`config.mk`:
```
export PLATFORM = sky130hd
export DESIGN_NAME = pulse_sched
export DESIGN_NICKNAME = d
export VERILOG_FILES = /design/src/rtl/pulse_sched.sv
export SDC_FILE = /design/constraint.sdc
export NUM_CORES = 1
export LEC_CHECK = 0
export ABC_AREA = 0
export CAP_MARGIN = 5
export CORE_MARGIN = 2
export CORE_UTILIZATION = 50
export DETAILED_ROUTE_END_ITERATION = 8
export PLACE_DENSITY = 0.67
export SLEW_MARGIN = 15
export SYNTH_ARGS = -nofsm -noshare
export SYNTH_HDL_FRONTEND = slang
export SYNTH_SLANG_ARGS = --single-unit
```
`constraint.sdc`:
```
create_clock -name clk -period 4.2 [get_ports clk]
set_clock_uncertainty 0.1 [all_clocks]
set_input_delay 0.84 -clock clk [delete_from_list [all_inputs] [get_ports clk]]
set_output_delay 0.84 -clock clk [all_outputs]
set_load 0.05 [all_outputs]
```
`src/rtl/pulse_sched.sv`:
```
// pulse_sched -- four-channel periodic / one-shot event scheduler.
//
// A prescaler divides clk down to a timebase tick (PRESCALE = TICK_NS /
// CLK_PERIOD, minimum 1). Each channel counts ticks and fires every
// `period` ticks. A fire sets the channel's pending flag. A round-robin
// arbiter presents pending channels one at a time on a valid/ready handshake.
//
// Parameters:
//   CLK_PERIOD  clock period in ns
//   TICK_NS     timebase tick interval in ns
//   PERIOD_W    width of the channel period field
//
// Ports:
//   clk          sole clock, rising edge
//   reset        synchronous, active-high
//   cfg_we       config write strobe (one cycle per write)
//   cfg_ch       channel written (0-3)
//   cfg_period   period in ticks (0 behaves as 1)
//   cfg_oneshot  1 = fire once then disable, 0 = periodic
//   cfg_en       channel enable
//   evt_valid    an event is being presented
//   evt_ch       channel of the presented event
//   evt_ready    consumer accepts the presented event
//   ch_active    registered per-channel enable bits
//   ovf_cnt      saturating count of dropped (overrun) fires
//
// Build option:
//   PULSE_SCHED_OVF_CNT_EN  when defined, adds the ovf_cnt port and counter.
//                           When undefined, overruns are silently dropped.

module pulse_sched #(
    parameter int CLK_PERIOD = 5,
    parameter int TICK_NS    = 1000,
    parameter int PERIOD_W   = 16
) (
    input  logic                clk,
    input  logic                reset,
    input  logic                cfg_we,
    input  logic [1:0]          cfg_ch,
    input  logic [PERIOD_W-1:0] cfg_period,
    input  logic                cfg_oneshot,
    input  logic                cfg_en,
    output logic                evt_valid,
    output logic [1:0]          evt_ch,
    input  logic                evt_ready,
    output logic [3:0]          ch_active
`ifdef PULSE_SCHED_OVF_CNT_EN
    ,
    output logic [7:0]          ovf_cnt
`endif
);

    localparam int PRESCALE_RAW = TICK_NS / CLK_PERIOD;
    localparam int PRESCALE     = (PRESCALE_RAW < 1) ? 1 : PRESCALE_RAW;
    localparam int PS_W         = (PRESCALE > 1) ? $clog2(PRESCALE) : 1;
    localparam logic [PS_W-1:0] PS_LAST = PS_W'(PRESCALE - 1);

    typedef enum logic {
        IDLE,
        PRESENT
    } arb_state_e;

    logic [PS_W-1:0]     ps_q, ps_d;
    logic                tick;

    logic [PERIOD_W-1:0] period_q [4];
    logic [PERIOD_W-1:0] period_d [4];
    logic [PERIOD_W-1:0] cnt_q    [4];
    logic [PERIOD_W-1:0] cnt_d    [4];
    logic [3:0]          en_q, en_d;
    logic [3:0]          os_q, os_d;
    logic [3:0]          pend_q, pend_d;
    logic [3:0]          fire;
    logic [3:0]          wr_hit;

    arb_state_e          state_q, state_d;
    logic [1:0]          evt_ch_q, evt_ch_d;
    logic [1:0]          last_q, last_d;
    logic [1:0]          cand;
    logic                found;
    logic                handshake;

`ifdef PULSE_SCHED_OVF_CNT_EN
    logic [7:0]          ovf_q, ovf_d;
    logic [2:0]          ovr_n;
    logic [8:0]          ovf_sum;
`endif

    // Prescaler: with PRESCALE = 1 the counter sits at 0 and tick is constant 1.
    always_comb begin
        tick = (ps_q == PS_LAST);
        ps_d = tick ? '0 : ps_q + PS_W'(1);
    end

    // Per-channel configuration, tick counting and pending flags.
    always_comb begin
        // NOTE: every combinational output is given its default first, so no
        // path through the block leaves it unassigned and no latch is inferred.
        en_d      = en_q;
        os_d      = os_q;
        pend_d    = pend_q;
        fire      = '0;
        wr_hit    = '0;
        handshake = (state_q == PRESENT) && evt_ready;
        for (int i = 0; i < 4; i++) begin
            period_d[i] = period_q[i];
            cnt_d[i]    = cnt_q[i];
        end

        for (int i = 0; i < 4; i++) begin
            wr_hit[i] = cfg_we && (cfg_ch == 2'(i));
            if (wr_hit[i]) begin
                // A write overrides any tick on the same channel this cycle.
                period_d[i] = (cfg_period == '0) ? PERIOD_W'(1) : cfg_period;
                os_d[i]     = cfg_oneshot;
                en_d[i]     = cfg_en;
                cnt_d[i]    = '0;
                pend_d[i]   = 1'b0;
            end else begin
                if (tick && en_q[i]) begin
                    if (cnt_q[i] == period_q[i] - PERIOD_W'(1)) begin
                        fire[i]  = 1'b1;
                        cnt_d[i] = '0;
                        if (os_q[i]) begin
                            en_d[i] = 1'b0;
                        end
                    end else begin
                        cnt_d[i] = cnt_q[i] + PERIOD_W'(1);
                    end
                end
                if (handshake && (evt_ch_q == 2'(i))) begin
                    pend_d[i] = 1'b0;
                end
                // A fire during the channel's own handshake re-arms it as a
                // fresh event; otherwise a fire onto a set flag is an overrun.
                if (fire[i]) begin
                    pend_d[i] = 1'b1;
                end
            end
        end
    end

`ifdef PULSE_SCHED_OVF_CNT_EN
    always_comb begin
        ovr_n = '0;
        for (int i = 0; i < 4; i++) begin
            if (fire[i] && pend_q[i] && !(handshake && (evt_ch_q == 2'(i)))) begin
                ovr_n = ovr_n + 3'd1;
            end
        end
        ovf_sum = {1'b0, ovf_q} + {6'd0, ovr_n};
        ovf_d   = ovf_sum[8] ? 8'hFF : ovf_sum[7:0];
    end
`endif

    // Arbiter: round-robin search starting one past the last granted channel.
    always_comb begin
        state_d  = state_q;
        evt_ch_d = evt_ch_q;
        last_d   = last_q;
        found    = 1'b0;
        cand     = '0;
        case (state_q)
            IDLE: begin
                for (int off = 1; off <= 4; off++) begin
                    cand = last_q + 2'(off);
                    if (!found && pend_q[cand]) begin
                        evt_ch_d = cand;
                        found    = 1'b1;
                    end
                end
                if (found) begin
                    state_d = PRESENT;
                end
            end
            PRESENT: begin
                if (evt_ready) begin
                    state_d = IDLE;
                    last_d  = evt_ch_q;
                end
            end
            default: state_d = IDLE;
        endcase
    end

    always_ff @(posedge clk) begin
        if (reset) begin
            ps_q     <= '0;
            en_q     <= '0;
            os_q     <= '0;
            pend_q   <= '0;
            // NOTE: the small period/count arrays are reset element by element
            // so a channel enabled without a prior write behaves as period 1.
            for (int i = 0; i < 4; i++) begin
                period_q[i] <= PERIOD_W'(1);
                cnt_q[i]    <= '0;
            end
            state_q  <= IDLE;
            evt_ch_q <= '0;
            last_q   <= 2'd3;
`ifdef PULSE_SCHED_OVF_CNT_EN
            ovf_q    <= '0;
`endif
        end else begin
            // NOTE: non-blocking assignments, so every flop updates from the
            // same pre-edge values regardless of statement order.
            ps_q     <= ps_d;
            en_q     <= en_d;
            os_q     <= os_d;
            pend_q   <= pend_d;
            for (int i = 0; i < 4; i++) begin
                period_q[i] <= period_d[i];
                cnt_q[i]    <= cnt_d[i];
            end
            state_q  <= state_d;
            evt_ch_q <= evt_ch_d;
            last_q   <= last_d;
`ifdef PULSE_SCHED_OVF_CNT_EN
            ovf_q    <= ovf_d;
`endif
        end
    end

    assign evt_valid = (state_q == PRESENT);
    assign evt_ch    = evt_ch_q;
    assign ch_active = en_q;
`ifdef PULSE_SCHED_OVF_CNT_EN
    assign ovf_cnt   = ovf_q;
`endif

endmodule

```
# Word level (Yosys, flattened, before mapping)
# Memories as Yosys holds them, arrays and structs flattened.
# Index checks and enable logic that the tools add are counted.
# totals
n_memories	2
elab_cells	191
mem_bits_rw	128
out_inout_bits	7
in_bits	24
ff_bits	25
# memory_table
memory	depth	width	rd	rd_ports_with_merged_regs	wr	line_no	text
cnt_q	4	16	4	0	4	68	logic [PERIOD_W-1:0] cnt_q [4];
period_q	4	16	4	0	4	66	logic [PERIOD_W-1:0] period_q [4];
# classes
n_reduce_logical	50
n_bitwise	9
magnitude_cmp	4
eq_ne	11
addsub	12
muxes	87
# op_table
op	n
$mux W16	25
$add A16 B1 Y16 const B	4
$eq A16 B16 Y1	4
$sub A16 B1 Y16 const B	4
$mux W1	53
$reduce_bool A2 Y1	16
$logic_and A1 B1 Y1	16
$logic_not A16 Y1	1
$lt A2 B3 Y1 const B	4
$reduce_and A3 Y1	4
$reduce_or A2 Y1	5
$add A8 B1 Y8 const B	1
$bmux W1 S2	4
$eq A2 B2 Y1 const B	4
$eq A8 B8 Y1 const B	1
$mux W2	4
$or A1 B1 Y1	8
$add A2 B2 Y2 const B	2
$eq A2 B1 Y1 const B	2
$logic_not A2 Y1	2
$reduce_and A2 Y1	2
$reduce_bool A4 Y1	1
$logic_not A1 Y1	3
$add A2 B1 Y2 const B	1
2 further kinds	2

# Longest topological paths before layout
# Gate-level depths: netlist (run 1).
# depth
word_depth	19
depth_mapped	12
ltp_nobuf	9

# Worst setup path after synthesis (run 1)
# No wires, ideal clock.
# synth_timing
path_kind	flip-flop to flip-flop
startpoint	mem period_q[1][0]
endpoint	mem cnt_q[1][10]
period_less_slack_ns	3.031
n_path_buf	3
required_time_ns	3.983
stages_incl_launch_ff	13
setup_time_ns	0.117
slack_ns	1.169
arrival_time_ns	2.813
cell_sequence	dfxtp_1 > clkbuf_1 > inv_1 > ha_1 > clkbuf_1 > or4b_2 > nor4b_1 > nor4_1 > a211oi_1 > nand4_1 > o21ai_1 > buf_2 > nor2_1
# synth_lines
element	line_no
start: declaration	66
end: declaration	68

==> flow_summary.json, run 1 <==
{
  "totalWireLength_um": 21100,
  "dpl.hpwl_um": 14900,
  "min_period_over_period": 0.791,
  "critPathSlowestCell": "or4b_2",
  "htreeDepth": 4,
  "ctsHoldBuffers": 0,
  "rr_startpoint": "period_q[1][0]$_SDFFE_PP1P_",
  "cpPeakStageDelay_ns": 0.63,
  "synth_cells": 982,
  "r2r_slack_ns": 0.88,
  "critical_path_buf_inv_count": 2,
  "drc": 0,
  "antenna_cells": 0,
  "cp-start-kind": "flip-flop",
  "cts.sinks": 153,
  "cp_top_family": "simple AND/OR/NAND/NOR gates",
  "pin_count": 31,
  "viasPerCell": 5.92,
  "grt_usage": 0.244,
  "dp_cells": 1196,
  "cts_resized": 0,
  "pwr-share-comb": 0.097,
  "synth_edf_count": 0,
  "maxSlewHeadroom": 0.361,
  "period_needed_ns": 3.32,
  "grt_max_degree": 21,
  "wire_per_inst_um": 17.2,
  "worstPathCellList": "inv_1 > ha_1 > or4b_2 > or4_1 > xnor2_1 > a211oi_1 > nand4_1 > o21ai_1 > buf_4 > nor2_1",
  "status": "completed",
  "drt_iter0_markers": 579,
  "grt_pass1_wl_um": 34600,
  "layout.cells.non_filler": 1228,
  "syn_area_um2": 8330,
  "drv_cap": 0,
  "switching_share": 0.244,
  "worst_pin_slew_ns": 0.948,
  "clkPwrFrac": 0.453,
  "rsz0062_at_grt": "no",
  "cp.required_ns": 4.42,
  "fmax_mhz": 301,
  "fin_nets": 1028,
  "cts_root_buf": "clkbuf_16",
  "die_h_um": 133,
  "clock_path_buffers": 2,
  "overflow": 0,
  "cp-end-kind": "flip-flop",
  "ir_worst_vdd_mv": 0.316,
  "clkTransAtPathRegs_ns": 0.06,
  "finalWeightedCongestion": 0.886,
  "yosysSeqAreaShare": 0.368,
  "placementRows": 47,
  "pwr-share-seq": 0.451,
  "fill_cells": 1484,
  "cts_setup_buffers": 0,
  "yosys_most_used_dff": "dfxtp_1",
  "drv_slew": 0,
  "setup-violations-final": 0,
  "ys_async_sr_fraction": 0,
  "start_util": 0.508,
  "first_pass_iters": 4,
  "die_x_um": 133,
  "core_area_um2": 16400,
  "p_int_mw": 2.54,
  "cp-startpoint": "period_q[1][0]$_SDFFE_PP1P_",
  "antenna_found_initial": 0,
  "ys_ff_latch": 153,
  "syn_nets": 1015,
  "hp-class": "reg2reg",
  "switchingPower_mw": 0.822,
  "worstSetupPathType": "reg2reg",
  "area_growth_pct": 13.0,
  "insertion_delay_ns": 0.43,
  "cts_buffers": 17,
  "postRouteAntennaNets": 0,
  "crit_fanout": 13,
  "leakagePower_nw": 3.48,
  "crit_arrival_ns": 3.54,
  "synth.distinct_cells": 74,
  "hold_viol": 0,
  "powerDensity_nw_per_um2": 358,
  "cts_tree": "done",
  "grt_pass1_vias": 6735,
  "vias": 7274,
  "syn_avg_cell_area_um2": 8.48,
  "worstHoldStart": "ps_q[0]$_SDFF_PP0_",
  "fin_tns_setup_ns": 0,
  "ys_warn_count": 0,
  "die_area_um2": 17700,
  "io_buffers": 30,
  "drive_above_1_share": 0.0675
}
[per-stage QoR]
| stage | util | hold slack [ns] | power [mW] | cell area [um^2] | setup WS (ns) |
|---|---|---|---|---|---|
| 6_report | 0.574 | 0.376 | 3.37 | 9410 | 0.878 |
| 3_3_place_gp | 0.538 | 0.361 | 1.86 | 8830 | 1.01 |
| 5_1_grt | 0.574 | 0.412 | 3.48 | 9410 | 0.647 |
| 2_1_floorplan | - | 0.337 | 1.76 | 8330 | 1.17 |
| 4_1_cts | 0.574 | 0.381 | 3.38 | 9410 | 0.891 |
| 3_5_place_dp | 0.538 | 0.367 | 1.87 | 8830 | 0.952 |
[routing by layer]
layer | vias up | part of all wire | global-route usage
met5 | - | 0 | 0
met4 | 0 | 0.014 | 0.0729
met3 | 30 | 0.058 | 0.0544
met2 | 193 | 0.45 | 0.388
met1 | 3456 | 0.48 | 0.333
li1 | 3595 | - | -
[state kept, by name, summed over array words and instances, names as in the netlist]
register and count:
ch_active 4, evt_valid 1, period_q 64, ps_q 8, last_q 2, pend_q 4
cnt_q 64, os_q 4, evt_ch 2
[logic make-up after synthesis]
group,synth area share
flip-flops,0.368
AO/OA/AOI/OAI,0.162
XOR/XNOR,0.150
AND/OR/NAND/NOR,0.262
adder cells (fa/ha/maj),0.0135
buffers and inverters,0.0381
multiplexers,0.00616
[worst register-to-register path: cells and delay by family (launching register included)]
kind            cells  cell delay (ns)
compound gates      2             0.41
xor+xnor            1             0.14
fa+ha+maj           1             0.37
buf+inv             2             0.34
flops               1             0.41
simple gates        4             1.46
[cells in the mapped netlist (12+ instances only)]
library cell | n | area (um^2)
and2_1 | 12 | 75.1
nand3_1 | 45 | 225
a22o_1 | 56 | 490
xnor2_1 | 70 | 613
a21oi_1 | 14 | 70.1
and3_1 | 13 | 81.3
nand4_1 | 28 | 175
dfxtp_1 | 153 | 3060
nor4_1 | 23 | 144
nor3_1 | 45 | 225
o21ai_0 | 33 | 165
clkbuf_1 | 43 | 161
nand2_1 | 73 | 274
inv_1 | 29 | 109
xor2_1 | 70 | 613
nor2_1 | 97 | 364
[power by group through the flow]
| stage | Clock [mW] | Sequential (mW) | Combinational (mW) |
|---|---|---|---|
| 3_5_place_dp | 0 | 1.55 | 0.319 |
| 4_1_cts | 1.54 | 1.52 | 0.322 |
| 3_3_place_gp | 0 | 1.55 | 0.316 |
| 2_1_floorplan | 0 | 1.54 | 0.220 |
| 5_1_grt | 1.60 | 1.52 | 0.357 |
| 6_report | 1.52 | 1.52 | 0.326 |
[placed cells by master, fill, tap and decap left out, types with 5 or more instances in the layout]
cell type | Yosys | layout
dfxtp_1 | 153 | 153
nor2_1 | 97 | 97
nand2_1 | 73 | 73
xor2_1 | 70 | 70
xnor2_1 | 70 | 70
a22o_1 | 56 | 56
nor3_1 | 45 | 45
nand3_1 | 45 | 45
o21ai_0 | 33 | 33
clkdlybuf4s50_1 | 0 | 30
inv_1 | 29 | 29
nand4_1 | 28 | 28
nor4_1 | 23 | 23
clkbuf_16 | 0 | 17
buf_4 | 0 | 15
a21oi_1 | 14 | 14
and3_1 | 13 | 13
and2_1 | 12 | 12
nand2b_1 | 11 | 11
nor4b_1 | 11 | 10
a211oi_1 | 9 | 9
ha_1 | 9 | 9
and4_1 | 8 | 8
nor2b_1 | 7 | 7
o31ai_1 | 7 | 7
clkinv_2 | 0 | 7
or2_2 | 6 | 6
nor3b_1 | 6 | 6
or3_1 | 6 | 6
nand4b_1 | 5 | 5
a31oi_1 | 5 | 5
or4_1 | 5 | 5
[worst paths after layout]
kind	end	cells past startpoint
worst max-delay path	cnt_q[1][12]$_SDFFE_PP0P_	10
worst min-delay path	ps_q[0]$_SDFF_PP0_	1
worst max register to register	cnt_q[1][12]$_SDFFE_PP0P_	10
worst min register to register	ps_q[0]$_SDFF_PP0_	1
[cell type report]
type / count / area [um^2] / area share
clock inverters: 9 / 95.1 / 0.0101
multi-input cells: 749 / 4970 / 0.528
flip-flops and latches: 153 / 3060 / 0.325
well taps: 220 / 275 / 0.0292
inverters: 29 / 109 / 0.0116
repair buffers: 45 / 413 / 0.0439
clock buffers: 23 / 488 / 0.0518
(Power assumes the default switching activity.)
==> run 2: changes to the inputs <==
PLACE_DENSITY = 0.7   (was 0.67)
clock period = 2.7 ns   (was 4.2 ns; I/O delays follow)
==> flow_summary.json, run 2 (synthesis gave the netlist of run 1 again) <==
{
  "crit_arrival_ns": 2.97,
  "cp-start-kind": "flip-flop",
  "ctsHoldBuffers": 0,
  "min_period_over_period": 1.01,
  "powerDensity_nw_per_um2": 530,
  "cp-end-kind": "flip-flop",
  "placementRows": 47,
  "viasPerCell": 5.89,
  "fill_cells": 1375,
  "grt_pass1_vias": 7015,
  "fin_tns_setup_ns": -0.154,
  "grt_pass1_wl_um": 35900,
  "start_util": 0.508,
  "r2r-end": "ch_active[3]$_SDFFE_PP0P_",
  "multi_input_area_um2": 5200,
  "layout.cells.non_filler": 1295,
  "area_growth_pct": 22.7,
  "top_regs": "cnt_q x64, period_q x64, ps_q x8",
  "grt_max_degree": 21,
  "finalWeightedCongestion": 0.935,
  "pin_count": 31,
  "hp-class": "reg2reg",
  "fmax_mhz": 365,
  "die_x_um": 133,
  "drt_iter0_markers": 660,
  "ir_worst_vdd_mv": 0.485,
  "layout_commonest_cell": "dfxtp_1",
  "overflow": 0,
  "setup-violations-final": 7,
  "io_buffers": 30,
  "failed_checks": "negative setup slack",
  "first_pass_iters": 6,
  "worst_pin_slew_ns": 0.940,
  "setup_ws_ns": -0.0368,
  "clkTransAtPathRegs_ns": 0.07,
  "cts_root_buf": "clkbuf_16",
  "hold_viol": 0,
  "cts_buffers": 17,
  "htreeDepth": 4,
  "insertion_delay_ns": 0.43,
  "fin_nets": 1095,
  "postRouteAntennaNets": 0,
  "clock_path_buffers": 2,
  "regArea_um2": 3070,
  "period_needed_ns": 2.74,
  "min_path_cells": 1,
  "worstSetupPathType": "reg2reg",
  "grt_usage": 0.256,
  "totalWireLength_um": 22400,
  "antenna_found_initial": 0,
  "r2r_slack_ns": -0.04,
  "leakagePower_nw": 3.87,
  "maxSlewHeadroom": 0.367,
  "core_area_um2": 16400,
  "die_area_um2": 17700,
  "drc": 0,
  "vias": 7623,
  "cp.required_ns": 2.94,
  "rsz0062_at_grt": "yes",
  "dpl.hpwl_um": 15800,
  "crit_fanout": 4,
  "die_h_um": 133,
  "status": "complete, but fails checks",
  "drive_above_1_share": 0.163,
  "worstHoldStart": "ps_q[0]$_SDFF_PP0_",
  "cts.sinks": 153,
  "dp_cells": 1257,
  "rr_startpoint": "period_q[3][0]$_SDFFE_PP1P_",
  "antenna_cells": 0,
  "rr_worst_depth": 8,
  "mostFrequentLayoutCells": "148 x dfxtp_1, 91 x nor2_1, 76 x buf_4",
  "wire_per_inst_um": 17.3,
  "min_to": "ps_q[0]$_SDFF_PP0_",
  "cts_tree": "done",
  "drv_cap": 0,
  "drv_slew": 0
}
run 2: cell count changes in the layout (fill, tap and decap cells not counted), sizes merged:
cell	before	now
buf	15	80
clkbuf	23	26
clkinv	7	5
a31o	4	5
run 2: worst max-delay path by stage:
| stage | from | end | slack (ns) | cells after the start |
|---|---|---|---|---|
| after floorplan | period_q[3][0]$_SDFFE_PP1P_ | ch_active[3]$_SDFFE_PP0P_ | -0.09 | 11 |
| after global placement | cfg_period[1] | period_q[1][0]$_SDFFE_PP1P_ | -0.005 | 5 |
| after detailed placement | period_q[1][1]$_SDFFE_PP0P_ | cnt_q[1][12]$_SDFFE_PP0P_ | -0.007 | 10 |
| after CTS | period_q[1][1]$_SDFFE_PP0P_ | cnt_q[1][14]$_SDFFE_PP0P_ | 0.005 | 10 |
| after global routing | period_q[1][1]$_SDFFE_PP0P_ | cnt_q[1][9]$_SDFFE_PP0P_ | -0.11 | 11 |
| final | period_q[3][0]$_SDFFE_PP1P_ | ch_active[3]$_SDFFE_PP0P_ | -0.04 | 8 |
run 2: cell type report:
cell class	instances	area share
inverter	29	0.0111
timing repair buffer	111	0.0946
clock buffer	25	0.0495
clock inverter	7	0.00869
tap	220	0.0269
sequential	153	0.300
multi-input combinational	750	0.509
run 2: worst max-delay path, cell delays in order, from the launching register on:
cell       delay, ns
dfxtp_2         0.32
buf_4           0.14
or2_2           0.30
or3_1           0.34
a2111oi_1       0.55
and3_4          0.29
and4_4          0.25
nand4_1         0.09
a32o_1          0.25
run 2: metal layers:
metal / global-route usage / part of all wire / up-vias
met5: 0 / 0 / -
met4: 0.0687 / 0.013 / 0
met3: 0.0621 / 0.060 / 28
met2: 0.410 / 0.47 / 228
met1: 0.345 / 0.46 / 3635
li1: - / - / 3732
run 2: report_power, final:
group	switching, mW	internal [mW]
sequential	0.0507	2.30
clock	0.918	1.48
combinational	0.358	0.313
total	1.33	4.09
run 2: through the flow:
step	util	hold WS, ns	setup WS (ns)	instance area (um^2)	power (mW)
after floorplan	-	0.337	-0.0916	8440	2.75
after global placement	0.572	0.358	-0.00482	9390	2.99
after detailed placement	0.572	0.363	-0.00709	9390	2.99
after CTS	0.609	0.375	0.00511	9990	5.39
after global routing	0.623	0.396	-0.108	10200	5.62
final	0.623	0.371	-0.0368	10200	5.42
run 2: timing repair:
item / in CTS / in global routing
setup endpoints to repair: 15 / 64
cloned: 0 / 2
endpoints found under the hold margin: 0 / 0
resized for setup: 4 / 36
pin swaps: 2 / 18
setup buffers: 0 / 4
==> patch: new RTL, flow settings as in run 1 <==
Add an input register stage for `cfg_we`; this delays it by one clock. The other inputs are not delayed to match. Comments in the files are not updated.
--- a/src/rtl/pulse_sched.sv
+++ b/src/rtl/pulse_sched.sv
@@ -61,4 +61,10 @@
     } arb_state_e;
 
+    logic cfg_we_q;
+
+    always_ff @(posedge clk) begin
+        cfg_we_q <= cfg_we;
+    end
+
     logic [PS_W-1:0]     ps_q, ps_d;
     logic                tick;
@@ -109,5 +115,5 @@
 
         for (int i = 0; i < 4; i++) begin
-            wr_hit[i] = cfg_we && (cfg_ch == 2'(i));
+            wr_hit[i] = cfg_we_q && (cfg_ch == 2'(i));
             if (wr_hit[i]) begin
                 // A write overrides any tick on the same channel this cycle.
Function: changed (a bounded check fails within 4 cycles, from zero or initial values and one cycle with reset high).
==> patch against run 1 <==
Critical path depth down 1. Synthesized area down 2.1%. Core utilization up 0.34 points. Maximum frequency up 4.0%. Die area down 2.0%. Design area down 2.2%. Highest routed layer unchanged. Setup slack better by 0.13 ns. Routed wire length down 6.6%. Critical endpoint is now pend_q[1]. Sequential cell count up 1. Critical path type unchanged. Via count down 6.2%. Largest cell class unchanged. Total power down 4.6%.
==> patch: results (changes against run 1) <==
* Unique cell type count in the Yosys netlist at 71 (was 74)
* 1st-iter DRT viols at 547 (was 579)
* Status: complete, no violations (unchanged)
* Hold Path Sink: ps_q[0] (unchanged)
* GRT Total Usage at 23.3% (was 24.4%)
* Worst IR Drop VDD at 0.313 mV (was 0.316 mV)
* GPL Wtd Cong at 0.855 (was 0.886)
* Routed WL at 19.7 mm (was 21.1 mm)
* FF-to-FF path depth at 9 (was 10)
* Worst stage delay on the critical path at 0.77 ns (was 0.63 ns)
* Fraction of layout cells with a size suffix above 1 at 6.54% (was 6.75%)
* 1st-pass router iterations at 5 (was 4)
* Slew HR at 38.7% (was 36.1%)
* Fin nets at 1003 (was 1028)
* First-pass GRT wire length at 32.8 mm (was 34.6 mm)
* CTS Buffer Depth at 2 (unchanged)
* CP arrival at 3.46 ns (was 3.54 ns)
* Reg-to-reg endpoint: pend_q[1] (was cnt_q[1][12])
* Vias in the first global route at 6285 (was 6735)
* Hpwl dp at 14.1 mm (was 14.9 mm)
* Dominant cells by area after synthesis: dfxtp_1, xor2_1, xnor2_1 (was dfxtp_1, xnor2_1, xor2_1)
* Register area share after synthesis at 37.8% (was 36.8%)
* Fillers at 1444 (was 1484)
* Reg-to-reg slack, setup at 1.01 ns (was 0.88 ns)
* Pleak at 3.44 nW (was 3.48 nW)
* CTS H-tree depth at 4 (unchanged)
* ANT cells at 0 (unchanged)
* Crit path max-delay cell type: nor3_2 (was or4b_2)
* Syn_nets at 979 (was 1015)
* Largest net degree at the start of global routing at 19 (was 21)
* Top cells by count, synth: dfxtp_1, nor2_1, nand2_1 (unchanged)
patch: cell count changes in the layout (fill, tap and decap cells not counted), moves of 7 or more:
cell / delta
and3_1: +11
nand4_1: -11
a21oi_1: +10
nand3_1: -10
nor4_1: -8
xnor2_1: -8
nor3_1: -7
nor4b_1: -7
o21ai_0: -7
patch: worst max path at each step:
stage | end | cells after the start | slack (ns) | startpoint
finish | pend_q[1] | 9 | 1.01 | period_q[1][0]
global route | cnt_q[1][12] | 9 | 0.77 | period_q[1][0]
CTS | pend_q[1] | 9 | 0.98 | period_q[1][0]
detailed placement | pend_q[1] | 9 | 1.02 | period_q[1][0]
global placement | pend_q[1] | 9 | 1.09 | period_q[1][0]
floorplan | cnt_q[0][10] | 10 | 1.46 | period_q[0][0]
patch: layout make-up:
type,count,share of cell area (%)
repair buffers,43,4.32
multi-input cells,727,52.4
flip-flops and latches,154,33.5
clock inverters,7,0.503
clock buffers,21,5.22
well taps,216,2.94
inverters,27,1.10
patch: cells by family after synthesis:
kind of cell               Yosys count  synth area share, %
and+or+nand+nor                    386                 24.9
adders and majority gates            9                 1.38
DFF                                154                 37.8
buffers and inverters               65                 3.25
xor gates and xnor gates           135                 14.7
muxes                                7                0.874
AOI/OAI and AO/OA                  190                 17.1
patch: power by group:
group / leakage, nW / internal, mW / switching [mW]
clock: 0.255 / 0.801 / 0.577
sequential: 1.25 / 1.49 / 0.0412
combinational: 1.94 / 0.127 / 0.176
patch: per-layer routing:
metal / global-route usage, % / part of all wire [%] / up-vias
met1: 32.6 / 50 / 3189
li1: - / - / 3471
met3: 4.08 / 3.7 / 24
met2: 36.7 / 45 / 136
met4: 7.37 / 2.0 / 0
met5: 0 / 0 / -
patch: worst register-to-register path: cells and delay by family, from the launching register on:
kind            cells  cell delay (ns)
simple gates        3             1.35
compound gates      2             0.52
flops               1             0.40
fa+ha+maj           1             0.36
xor+xnor            2             0.33
buf+inv             1             0.08
patch: through the flow:
stage	std cells	hold slack (ns)	utilization (%)	area, um^2	worst slack, ns
after floorplan	946	0.337	-	8160	1.46
after global placement	1167	0.357	54.4	8670	1.09
after detailed placement	1167	0.362	54.4	8670	1.02
after CTS	1195	0.379	57.7	9200	0.981
after global routing	1195	0.400	57.7	9200	0.771
final	1195	0.372	57.7	9200	1.01
